$ cat src/rtl/multicycle_controller.sv
// Multicycle control FSM for a 16-bit CR16-style datapath.
// Instruction encoding (opcode / extension):
//   R-type opcode 0000: AND 0001, OR 0010, XOR 0011, LSH 0100, ADD 0101,
//                       SUB 1001, CMP 1011, MOV 1101
//   Immediates (opcode): ANDI 0001, ORI 0010, XORI 0011, ADDI 0101, SUBI 1001,
//                        CMPI 1011, MOVI 1101, LUI 1111
//   opcode 0100: LOAD 0000, STOR 0100, JAL 1000, JCOND 1100
// Anything else halts with a sticky illegal_instruction flag.
module multicycle_controller #(
  parameter int unsigned MEMORY_LATENCY = 1,
  parameter int unsigned ENABLE_JUMPS   = 1
) (
  input  logic       clock,
  input  logic       reset,
  input  logic [3:0] instruction_operation,
  input  logic [3:0] instruction_operation_extra,
  input  logic       condition_met,
  output logic [1:0] alu_a_select,
  output logic [1:0] alu_b_select,
  output logic [2:0] alu_operation,
  output logic       instruction_write_enable,
  output logic       program_counter_write_enable,
  output logic       status_write_enable,
  output logic       register_write_enable,
  output logic       memory_write_enable,
  output logic       memory_read_enable,
  output logic       program_counter_select,
  output logic       address_select,
  output logic [1:0] register_write_select,
  output logic       illegal_instruction
);

  typedef enum logic [3:0] {
    StFetch, StDecode, StExecAlu, StExecCmp, StMemLoad,
    StMemStore, StExecJcond, StExecJal, StWrite, StHalt
  } state_e;

  localparam logic [3:0] LatLast = 4'(MEMORY_LATENCY - 1);

  state_e     state_q, state_d;
  logic [3:0] cnt_q, cnt_d;
  logic [3:0] op_q, op_d;
  logic [3:0] ext_q, ext_d;
  logic       cond_q, cond_d;
  logic [1:0] wsel_q, wsel_d;
  logic       illegal_q, illegal_d;

  // R-type instructions select their ALU function via the extension field.
  function automatic logic [3:0] alu_key(input logic [3:0] op, input logic [3:0] ext);
    return (op == 4'b0000) ? ext : op;
  endfunction

  function automatic logic is_alu(input logic [3:0] op, input logic [3:0] ext);
    logic [3:0] key;
    key = alu_key(op, ext);
    if (op == 4'b0000) begin
      return key inside {4'b0001, 4'b0010, 4'b0011, 4'b0100, 4'b0101, 4'b1001, 4'b1101};
    end
    return key inside {4'b0001, 4'b0010, 4'b0011, 4'b0101, 4'b1001, 4'b1101, 4'b1111};
  endfunction

  function automatic logic is_cmp(input logic [3:0] op, input logic [3:0] ext);
    return (op == 4'b1011) || ((op == 4'b0000) && (ext == 4'b1011));
  endfunction

  function automatic logic [2:0] alu_op_of(input logic [3:0] key);
    case (key)
      4'b0101: return 3'd0;
      4'b1001, 4'b1011: return 3'd1;
      4'b0001: return 3'd2;
      4'b0010: return 3'd3;
      4'b0011: return 3'd4;
      4'b1101: return 3'd5;
      4'b0100: return 3'd6;
      4'b1111: return 3'd7;
      default: return 3'd0;
    endcase
  endfunction

  // Arithmetic immediates are sign-extended, logical ones zero-extended.
  function automatic logic [1:0] a_sel_of(input logic [3:0] op);
    if (op == 4'b0000) return 2'd1;
    if (op inside {4'b0101, 4'b1001, 4'b1011}) return 2'd2;
    return 2'd3;
  endfunction

  // Next-state and Moore outputs from state, counter and latched decode fields.
  always_comb begin
    state_d   = state_q;
    cnt_d     = cnt_q;
    op_d      = op_q;
    ext_d     = ext_q;
    cond_d    = cond_q;
    wsel_d    = wsel_q;
    illegal_d = illegal_q;

    alu_a_select                 = 2'd0;
    alu_b_select                 = 2'd0;
    alu_operation                = 3'd0;
    instruction_write_enable     = 1'b0;
    program_counter_write_enable = 1'b0;
    status_write_enable          = 1'b0;
    register_write_enable        = 1'b0;
    memory_write_enable          = 1'b0;
    memory_read_enable           = 1'b0;
    program_counter_select       = 1'b0;
    address_select               = 1'b0;
    register_write_select        = 2'd0;

    case (state_q)
      StFetch: begin
        memory_read_enable = 1'b1;
        alu_b_select       = 2'd1;
        if (cnt_q == 4'd0) begin
          instruction_write_enable     = 1'b1;
          program_counter_write_enable = 1'b1;
          cnt_d                        = LatLast;
          state_d                      = StDecode;
        end else begin
          cnt_d = cnt_q - 4'd1;
        end
      end
      StDecode: begin
        op_d   = instruction_operation;
        ext_d  = instruction_operation_extra;
        cond_d = condition_met;
        wsel_d = 2'd0;
        if (is_alu(instruction_operation, instruction_operation_extra)) begin
          state_d = StExecAlu;
        end else if (is_cmp(instruction_operation, instruction_operation_extra)) begin
          state_d = StExecCmp;
        end else if ((instruction_operation == 4'b0100) &&
                     (instruction_operation_extra == 4'b0000)) begin
          state_d = StMemLoad;
          wsel_d  = 2'd1;
        end else if ((instruction_operation == 4'b0100) &&
                     (instruction_operation_extra == 4'b0100)) begin
          state_d = StMemStore;
        end else if ((ENABLE_JUMPS != 0) && (instruction_operation == 4'b0100) &&
                     (instruction_operation_extra == 4'b1100)) begin
          state_d = StExecJcond;
        end else if ((ENABLE_JUMPS != 0) && (instruction_operation == 4'b0100) &&
                     (instruction_operation_extra == 4'b1000)) begin
          state_d = StExecJal;
        end else begin
          state_d   = StHalt;
          illegal_d = 1'b1;
        end
      end
      StExecAlu: begin
        alu_a_select        = a_sel_of(op_q);
        alu_operation       = alu_op_of(alu_key(op_q, ext_q));
        status_write_enable = alu_key(op_q, ext_q) inside {4'b0101, 4'b1001};
        state_d             = StWrite;
      end
      StExecCmp: begin
        alu_a_select        = a_sel_of(op_q);
        alu_operation       = 3'd1;
        status_write_enable = 1'b1;
        state_d             = StFetch;
      end
      StMemLoad: begin
        address_select        = 1'b1;
        memory_read_enable    = 1'b1;
        register_write_select = 2'd1;
        if (cnt_q == 4'd0) begin
          cnt_d   = LatLast;
          state_d = StWrite;
        end else begin
          cnt_d = cnt_q - 4'd1;
        end
      end
      StMemStore: begin
        address_select      = 1'b1;
        memory_write_enable = 1'b1;
        if (cnt_q == 4'd0) begin
          cnt_d   = LatLast;
          state_d = StFetch;
        end else begin
          cnt_d = cnt_q - 4'd1;
        end
      end
      StExecJcond: begin
        program_counter_select       = cond_q;
        program_counter_write_enable = cond_q;
        state_d                      = StFetch;
      end
      StExecJal: begin
        register_write_enable        = 1'b1;
        register_write_select        = 2'd2;
        program_counter_select       = 1'b1;
        program_counter_write_enable = 1'b1;
        state_d                      = StFetch;
      end
      StWrite: begin
        register_write_enable = 1'b1;
        register_write_select = wsel_q;
        state_d               = StFetch;
      end
      StHalt: begin
        state_d = StHalt;
      end
      default: begin
        state_d = StFetch;
        cnt_d   = LatLast;
      end
    endcase
  end

  assign illegal_instruction = illegal_q;

  // State register with synchronous active-low reset that aborts any access.
  always_ff @(posedge clock) begin
    if (!reset) begin
      state_q   <= StFetch;
      cnt_q     <= LatLast;
      op_q      <= 4'd0;
      ext_q     <= 4'd0;
      cond_q    <= 1'b0;
      wsel_q    <= 2'd0;
      illegal_q <= 1'b0;
    end else begin
      state_q   <= state_d;
      cnt_q     <= cnt_d;
      op_q      <= op_d;
      ext_q     <= ext_d;
      cond_q    <= cond_d;
      wsel_q    <= wsel_d;
      illegal_q <= illegal_d;
    end
  end

endmodule
$ cat config.mk
export PLATFORM = sky130hd
export DESIGN_NAME = multicycle_controller
export DESIGN_NICKNAME = d
export VERILOG_FILES = /design/src/rtl/multicycle_controller.sv
export SDC_FILE = /design/constraint.sdc
export NUM_CORES = 1
export LEC_CHECK = 0
export ABC_CLOCK_PERIOD_IN_PS = 2200
export CAP_MARGIN = 20
export CELL_PAD_IN_SITES_DETAIL_PLACEMENT = 2
export CELL_PAD_IN_SITES_GLOBAL_PLACEMENT = 2
export CORE_UTILIZATION = 28
export CTS_CLUSTER_SIZE = 14
export DETAILED_ROUTE_END_ITERATION = 8
export HOLD_SLACK_MARGIN = 0.03
export PLACE_DENSITY_LB_ADDON = 0.05
export SYNTH_ARGS = -nofsm -noshare
export SYNTH_HDL_FRONTEND = slang
export SYNTH_SLANG_ARGS = --single-unit
$ cat constraint.sdc
create_clock -name clock -period 2.2 [get_ports clock]
set_input_delay 0.44 -clock clock [delete_from_list [all_inputs] [get_ports clock]]
set_output_delay 0.44 -clock clock [all_outputs]
set_load 0.05 [all_outputs]
After elaboration in Yosys (flattened, before gate mapping)
Memories as Yosys holds them, arrays and structs flattened.
Cells that the tools add are included.
W data, S select, Z words.

word-level totals
  register bits after elaboration = 20
  bits in read-only memories = 48
  output and inout port bits = 18
  memories = 1

operators by class
  $add $sub $neg = 1
  equality and inequality tests = 31
  multiplexer cells = 49
  bitwise gates (word level) = 6
  reductions and logical operators = 22

memories
  memory            depth  bits a word  read ports  clocked after memory_dff  wr ports  RTL line  text
  (name not given)  16     3            1           0                         0         67        case (key)

operators by type and width
  cell                   count
  $eq A4 B4 Y1 const B   12
  $mux W4                12
  $eq A4 B3 Y1 const B   10
  $pmux W4 S6            1
  $mux W1                23
  $logic_not A4 Y1       5
  $eq A4 B2 Y1 const B   4
  $reduce_bool A7 Y1     2
  $mux W2                6
  $eq A4 B1 Y1 const B   2
  $pmux W4 S2            1
  $reduce_and A7 Y1      1
  $reduce_or A7 Y1       1
  $ne A2 B2 Y1 const B   3
  $not A1 Y1             6
  $pmux W2 S3            1
  $pmux W3 S2            1
  $reduce_or A2 Y1       3
  $logic_and A1 B1 Y1    5
  $pmux W1 S2            2
  $pmux W2 S2            1
  $sub A4 B1 Y4 const B  1
  $pmux W1 S3            1
  $reduce_and A3 Y1      1
  4 further kinds        4

Longest topological paths before layout
Gate-level depths: netlist of the first run.

  depth after elaboration = 9
  depth in mapped cells = 7
  gate-level depth less buffers = 7

Worst setup path before layout of the first run
Ideal clock, no wire load.

  kind = reg2out
  start point = reg state_q[3]
  end point = out program_counter_write_enable
  arrival time = 3.106 ns
  required time = 1.760 ns
  slack = -1.346 ns
  stages on the path, launching flop included = 5
  buffers on the path = 1
  cell sequence = dfxtp_1 buf_2 nor4_1 and2_1 or2_2

on the way
  longest elaborated chain between the ends = 2

RTL lines
  element                                                  RTL line  text
  start, declared                                          40        state_e state_q, state_d;
  start signal, assigned                                   215       state_q <= StFetch;
  start signal, assigned                                   223       state_q <= state_d;
  $eq A4 B3 Y1 / $logic_not A4 Y1 (equally long branches)  110       case (state_q)
  $pmux W1 S3 (*)                                          110
  end, declared                                            22        output logic program_counter_write_enable,

Mark *: on every way between the ends. The rest lies on a longest branch, timed or not.

Worst setup path after layout of the first run
  start point = reg op_q[2]
  end point = out alu_operation[2]

on the way
  longest elaborated chain between the ends = 4

RTL lines
  element                 RTL line  text
  start, declared         42        logic [3:0] op_q, op_d;
  start signal, assigned  225       op_q <= op_d;
  $logic_not A4 Y1        50        return (op == 4'b0000) ? ext : op;
  $mux W4 (*)             50
  $mem_v2 Z16 W3 (*)      n/a
  $pmux W3 S2 (*)         110
  end, declared           20        output logic [2:0] alu_operation,

Marks and branches as above.

==> flow_metrics.py, run 1 <==
metrics = {
    "pwr": {
        "leakagePower_nw": 0.8112,
        "cellPowerDensity_mw_per_mm2": 699.1,
        "ir_drop_mv": 0.2939,
        "power_mw": 1.430,
    },
    "setup_path": {
        "critPathLaunchType": "flop",
        "r2r_cells": 5,
        "r2r_start": "state_q[0]$_SDFFE_PN0P_",
        "rr_endpoint": "wsel_q[0]$_SDFFE_PN0P_",
        "cp_data_arrival_time_ns": 1.80,
        "worstSetupPathType": "flop to output pin",
        "worstPathRequired_ns": 1.76,
        "slowest_stage": "dfxtp_2",
        "cp-end-kind": "output pin",
        "cp_max_fo": 5,
        "crit_path_cell_trace": "buf_4 > inv_2 > a31oi_4 > or2_1 > a21o_1 > a211oi_4 > buf_12",
        "slowest_delay_ns": 0.34,
        "reg2reg_slack_ns": 0.39,
    },
    "synth": {
        "syn_nets": 191,
        "synth_seq_area_share_pct": 28.92,
        "synth_edf_count": 0,
        "ys_seq_elements": 19,
        "ys_types": 46,
        "async_flop_share_pct": 0,
        "syn-cell-area_mm2": 0.001315,
        "synth_cells": 176,
        "syn_avg_cell_area_um2": 7.472,
        "synth-main-ff-cell": "dfxtp_1",
        "ys_warn_count": 0,
    },
    "floorplan": {
        "coreArea_mm2": 0.004444,
        "die_h_um": 70.53,
        "die_w_um": 70.53,
        "dieArea_mm2": 0.004974,
        "rows": 24,
        "start_util_pct": 29.59,
        "ioPinCount": 29,
    },
    "cts": {
        "ctsHtreeMaxLevel": 1,
        "cts_tree": "built",
        "clkLatencyLatePin_ns": 0.26,
        "cts_hold_buf": 0,
        "clkTransAtPathRegs_ns": 0.08,
        "cts_made_buffers": 3,
        "clock-root-buffer": "clkbuf_8",
        "clock_sinks": 19,
        "cts_buffer_depth": 2,
    },
    "detailed_routing": {
        "dr.pass1.iters": 6,
        "vias_per_cell": 5.318,
        "wirelength_um": 4489,
        "ant_nets": 0,
        "drc": 8,
        "wire_per_inst_um": 16.81,
        "vias": 1420,
        "drtIter0Drc": 40,
    },
    "timing": {
        "tightest_slew_ns": 0.6144,
        "fin_worst_hold_slack_ns": 0.5008,
        "fin_crit_sh_pct": 101.7,
        "maxSlewViolCount": 0,
        "max_slew_margin_pct": 58.91,
        "min_period_ns": 2.237,
        "hold_viol": 0,
        "rsz0062_at_grt": "yes",
        "fmax_ghz": 0.4471,
        "finalWorstSetupSlack_ns": -0.03662,
        "worst_clock_skew_ns": 0.005123,
        "setup_viol": 3,
    },
    "place": {
        "io_buffers": 27,
        "placed_area_mm2": 0.001856,
        "hpwl_um": 3437,
        "post-place-ws_ns": -0.05133,
        "gp_congestion": 0.8445,
    },
    "global_routing": {
        "grt_pass1_wl_um": 7452,
        "grt_pass1_vias": 1539,
        "grt_max_degree": 20,
        "gr-total-overflow": 0,
        "antenna_found_initial": 0,
        "gr-usage-all-layers_pct": 18.58,
    },
    "final_layout": {
        "n_antenna_cell": 0,
        "drive_gt1_share_pct": 30.23,
        "post-route-util_pct": 46.03,
        "nets": 231,
        "synthToLayoutAreaGrowth_pct": 55.57,
        "fin_area_mm2": 0.002046,
    },
    "min_path": {
        "whs_path_depth": 1,
        "hp-class": "flop to flop",
        "min-delay-start": "illegal_instruction$_SDFFE_PN0P_",
        "hold_end": "illegal_instruction$_SDFFE_PN0P_",
    },
    "status": {
        "status": "complete, but fails checks",
        "violations": "design-rule violations, negative setup slack",
    },
    "job": {
        "maxCapViolations": 0,
    },
}
## critical path: cells and delay by family, from the launching register on
family / cells / cell delay, ns
AOI/OAI and AO/OA: 3 / 0.54
buffers and inverters: 3 / 0.40
DFF: 1 / 0.34
and+or+nand+nor: 1 / 0.26
## state kept, by name (all words and copies together) (netlist names)
register / flops
cnt_q: 4
ext_q: 4
op_q: 4
state_q: 4
cond_q: 1
illegal_instruction: 1
wsel_q: 1
## routing by layer
metal	up-vias	GRT usage (%)	wire, um
met2	29	32.90	2200
li1	693	-	-
met5	-	0	0
met3	7	1.282	114
met1	691	24.34	2117
met4	0	5.556	56
## synth_stat cells, drive strengths merged (3+ instances only)
cell | count | area share, %
buf | 6 | 2.5
nor4 | 4 | 1.9
o21ai | 9 | 3.4
a31oi | 4 | 2.4
nor2 | 10 | 3.2
a21oi | 11 | 4.5
nand3 | 3 | 1.1
clkbuf | 4 | 1.1
nor2b | 6 | 2.9
a21boi | 11 | 6.3
nor3 | 7 | 3.0
ha | 4 | 3.8
dfxtp | 19 | 29
and2 | 6 | 2.9
inv | 9 | 2.6
nand2 | 31 | 8.8
## stage by stage
step           setup TNS (ns)  instances
3_5_place_dp         -0.06784        258
6_report             -0.04705        267
3_3_place_gp                0        258
2_1_floorplan         -0.4607        176
4_1_cts              -0.03917        265
5_1_grt               -0.3563        267
## what timing repair did
item,in CTS,in global routing
pin swaps,8,1
gates cloned,0,0
gates resized for setup,19,8
endpoints found under the setup margin,4,4
setup buffers,3,2
## area by class of cell
| type | count | area (um2) |
|---|---|---|
| multi-input cells | 138 | 975.9 |
| inverters | 9 | 33.78 |
| well taps | 52 | 65.06 |
| clock buffers | 4 | 45.04 |
| repair buffers | 45 | 535.5 |
| flip-flops and latches | 19 | 390.4 |
| fillers | 493 | 2399 |
## where the power goes
group	internal, mW	total, mW	leakage [nW]	switching [mW]
clock network	0.129	0.256	0.0228	0.127
registers	0.377	0.425	0.157	0.0481
logic	0.328	0.749	0.631	0.421
## cell families after synthesis
logic type	after synthesis	synth area share (%)
AND/OR/NAND/NOR	81	33.02
AO/OA/AOI/OAI	48	24.93
flip-flops	19	28.92
buffers and inverters	19	6.184
adder cells (fa/ha/maj)	4	3.806
XOR/XNOR	2	1.332
multiplexers	2	1.522
other	1	0.2852
## worst max path at each step
stage	startpoint	to	cells after the start
6_report	op_q[2]$_SDFFE_PN0P_	alu_operation[2]	7
5_1_grt	op_q[2]$_SDFFE_PN0P_	alu_operation[2]	7
4_1_cts	op_q[2]$_SDFFE_PN0P_	alu_operation[2]	7
3_5_place_dp	op_q[1]$_SDFFE_PN0P_	alu_operation[1]	8
3_3_place_gp	op_q[1]$_SDFFE_PN0P_	alu_operation[1]	8
2_1_floorplan	state_q[3]$_SDFFE_PN0P_	program_counter_write_enable	4
## cells in the final DEF, fill, tap and decap left out, types with 3 or more instances in the layout
cell type | netlist | routed
nor3_1 | 6 | 4
buf_12 | 0 | 13
nor4_1 | 4 | 3
nor2b_1 | 6 | 6
a31oi_4 | 0 | 3
nand2_1 | 31 | 31
dfxtp_1 | 19 | 15
nor3_2 | 1 | 3
buf_4 | 1 | 19
a21boi_0 | 11 | 11
and2_1 | 6 | 6
nand3_1 | 3 | 3
inv_1 | 9 | 4
nor2_1 | 8 | 8
inv_2 | 0 | 5
a21oi_1 | 10 | 10
clkdlybuf4s50_1 | 0 | 11
clkbuf_8 | 0 | 3
o21ai_0 | 8 | 8
Power figures use the tool's default switching activity.
==> inputs of run 2 (changes only) <==
--- a/config.mk
+++ b/config.mk
@@ -5,7 +5,7 @@
 export SDC_FILE = /design/constraint.sdc
 export NUM_CORES = 1
 export LEC_CHECK = 0
-export ABC_CLOCK_PERIOD_IN_PS = 2200
+export ABC_CLOCK_PERIOD_IN_PS = 2410
 export CAP_MARGIN = 20
 export CELL_PAD_IN_SITES_DETAIL_PLACEMENT = 2
 export CELL_PAD_IN_SITES_GLOBAL_PLACEMENT = 2
==> constraint.sdc (replaced) <==
create_clock -name clock -period 2.41 [get_ports clock]
set_input_delay 0.482 -clock clock [delete_from_list [all_inputs] [get_ports clock]]
set_output_delay 0.482 -clock clock [all_outputs]
set_load 0.05 [all_outputs]
==> flow_metrics.py, run 2 (synthesis results as in run 1) <==
metrics = {
    "detailed_routing": {
        "vias_per_cell": 5.223,
        "wire_per_inst_um": 15.83,
        "dr.pass1.iters": 6,
        "ant_nets": 0,
        "vias": 1337,
        "wirelength_um": 4052,
        "drc": 8,
        "drtIter0Drc": 27,
    },
    "cts": {
        "clkTransAtPathRegs_ns": 0.08,
        "cts_hold_buf": 0,
        "ctsHtreeMaxLevel": 1,
        "cts_made_buffers": 3,
        "clock-root-buffer": "clkbuf_8",
        "cts_buffer_depth": 2,
        "cts_tree": "built",
        "clkLatencyLatePin_ns": 0.26,
        "clock_sinks": 19,
    },
    "global_routing": {
        "antenna_found_initial": 0,
        "grt_pass1_wl_um": 6713,
        "gr-total-overflow": 0,
        "grt_max_degree": 20,
        "gr-usage-all-layers_pct": 16.95,
        "grt_pass1_vias": 1317,
    },
    "pwr": {
        "ir_drop_mv": 0.2907,
        "seqPwrFrac_pct": 33.8,
        "clkPwrFrac_pct": 18.7,
        "netSwitchingPower_mw": 0.5110,
        "swShare_pct": 42.39,
        "cellPowerDensity_mw_per_mm2": 638.0,
        "p_int_mw": 0.6944,
        "power_frac_comb_pct": 47.4,
        "leakagePower_nw": 0.7409,
    },
    "place": {
        "gp_congestion": 0.7773,
        "placed_area_mm2": 0.001720,
        "io_buffers": 27,
        "hpwl_um": 3178,
        "place_inst": 250,
        "post-place-ws_ns": 0.02651,
    },
    "status": {
        "status": "complete, but fails checks",
        "violations": "design-rule violations",
    },
    "min_path": {
        "hp-class": "flop to flop",
        "min-delay-start": "illegal_instruction$_SDFFE_PN0P_",
        "hold_end": "illegal_instruction$_SDFFE_PN0P_",
        "whs_path_depth": 1,
    },
    "setup_path": {
        "r2r_cells": 4,
        "rr_endpoint": "state_q[3]$_SDFFE_PN0P_",
        "crit_path_cell_trace": "nor2_4 > a31oi_4 > inv_2 > ha_4 > mux2i_2 > a2bb2oi_2 > nor3_2 > buf_6",
        "slowest_delay_ns": 0.38,
        "cp_data_arrival_time_ns": 1.83,
        "worstSetupPathType": "flop to output pin",
        "worstPathRequired_ns": 1.93,
        "r2r_start": "state_q[0]$_SDFFE_PN0P_",
        "crit_start": "op_q[2]$_SDFFE_PN0P_",
        "critPathLaunchType": "flop",
        "slowest_stage": "dfxtp_4",
        "cp-end-kind": "output pin",
        "reg2reg_slack_ns": 0.55,
        "cp_max_fo": 6,
    },
    "timing": {
        "rsz0062_at_grt": "yes",
        "worst_clock_skew_ns": 0.01356,
        "finalWorstSetupSlack_ns": 0.09928,
        "hold_viol": 0,
        "max_slew_margin_pct": 56.64,
        "tightest_slew_ns": 0.6495,
        "setup_viol": 0,
        "min_period_ns": 2.311,
        "maxSlewViolCount": 0,
        "fmax_ghz": 0.4328,
        "fin_crit_sh_pct": 95.88,
    },
    "final_layout": {
        "nFillCells": 517,
        "stdcell_count": 256,
        "register_area_um2": 395.4,
        "mostFrequentLayoutCell": "nand2_1",
        "nets": 220,
        "synthToLayoutAreaGrowth_pct": 43.67,
        "n_antenna_cell": 0,
        "multi_input_area_um2": 957.2,
        "final_cell_mix": "nand2_1, dfxtp_1, buf_4",
        "drive_gt1_share_pct": 25.00,
        "fin_area_mm2": 0.001889,
    },
    "floorplan": {
        "die_h_um": 70.53,
        "ioPinCount": 29,
        "rows": 24,
        "dieArea_mm2": 0.004974,
        "coreArea_mm2": 0.004444,
        "start_util_pct": 29.59,
        "die_w_um": 70.53,
    },
    "job": {
        "maxCapViolations": 0,
    },
}
[run 2: cell types whose count changed in the layout (fill, tap and decap cells not counted), sizes merged]
cell	before	now
clkinv	0	1
buf	34	22
[run 2: layer usage]
| metal | wire length (um) | track usage [%] |
|---|---|---|
| met5 | 0 | 0 |
| met4 | 22 | 4.000 |
| met3 | 125 | 1.852 |
| met1 | 2000 | 23.37 |
| met2 | 1903 | 28.59 |
[run 2: worst max-delay path, delay by kind of cell, from the launching register on]
kind / cells / cell delay [ns]
compound gates: 2 / 0.43
fa+ha+maj: 1 / 0.17
buf+inv: 2 / 0.27
flops: 1 / 0.38
mux: 1 / 0.19
simple gates: 2 / 0.13
[run 2: layout make-up]
type | instances | area share (%)
Sequential cell | 19 | 20.93
Clock buffer | 3 | 2.185
Multi-Input combinational cell | 138 | 50.66
Inverter | 9 | 1.788
Timing Repair Buffer | 34 | 20.73
Clock inverter | 1 | 0.2649
Tap cell | 52 | 3.444
[run 2: through the flow]
stage | hold WS, ns | util, % | TNS [ns] | power, mW
2_1_floorplan | 0.4417 | - | -0.2003 | 0.7498
3_3_place_gp | 0.4669 | 38.71 | 0 | 0.8994
3_5_place_dp | 0.4667 | 38.71 | 0 | 0.9180
4_1_cts | 0.4918 | 40.79 | 0 | 1.178
5_1_grt | 0.5021 | 42.51 | -0.04492 | 1.288
6_report | 0.4919 | 42.51 | 0 | 1.205
[run 2: how the worst max path moves through the flow]
stage | depth (start not counted) | end | slack, ns
global placement | 8 | alu_operation[1] | 0.14
detailed placement | 8 | alu_operation[1] | 0.03
CTS | 8 | alu_operation[1] | 0.01
floorplan | 4 | program_counter_write_enable | -0.20
global route | 8 | alu_operation[1] | -0.04
finish | 8 | alu_operation[1] | 0.1
[run 2: timing repair]
action                                  CTS  global route
buffers inserted                          0             2
endpoints found under the setup margin    3             3
pin swaps                                 0             6
gates resized for setup                  10            16
[run 2: power by group through the flow]
stage | Clock [mW] | Sequential [mW] | Combinational (mW)
final | 0.226 | 0.408 | 0.572
after global routing | 0.246 | 0.415 | 0.626
after CTS | 0.233 | 0.405 | 0.540
after detailed placement | 0 | 0.404 | 0.514
after global placement | 0 | 0.402 | 0.498
after floorplan | 0 | 0.376 | 0.374
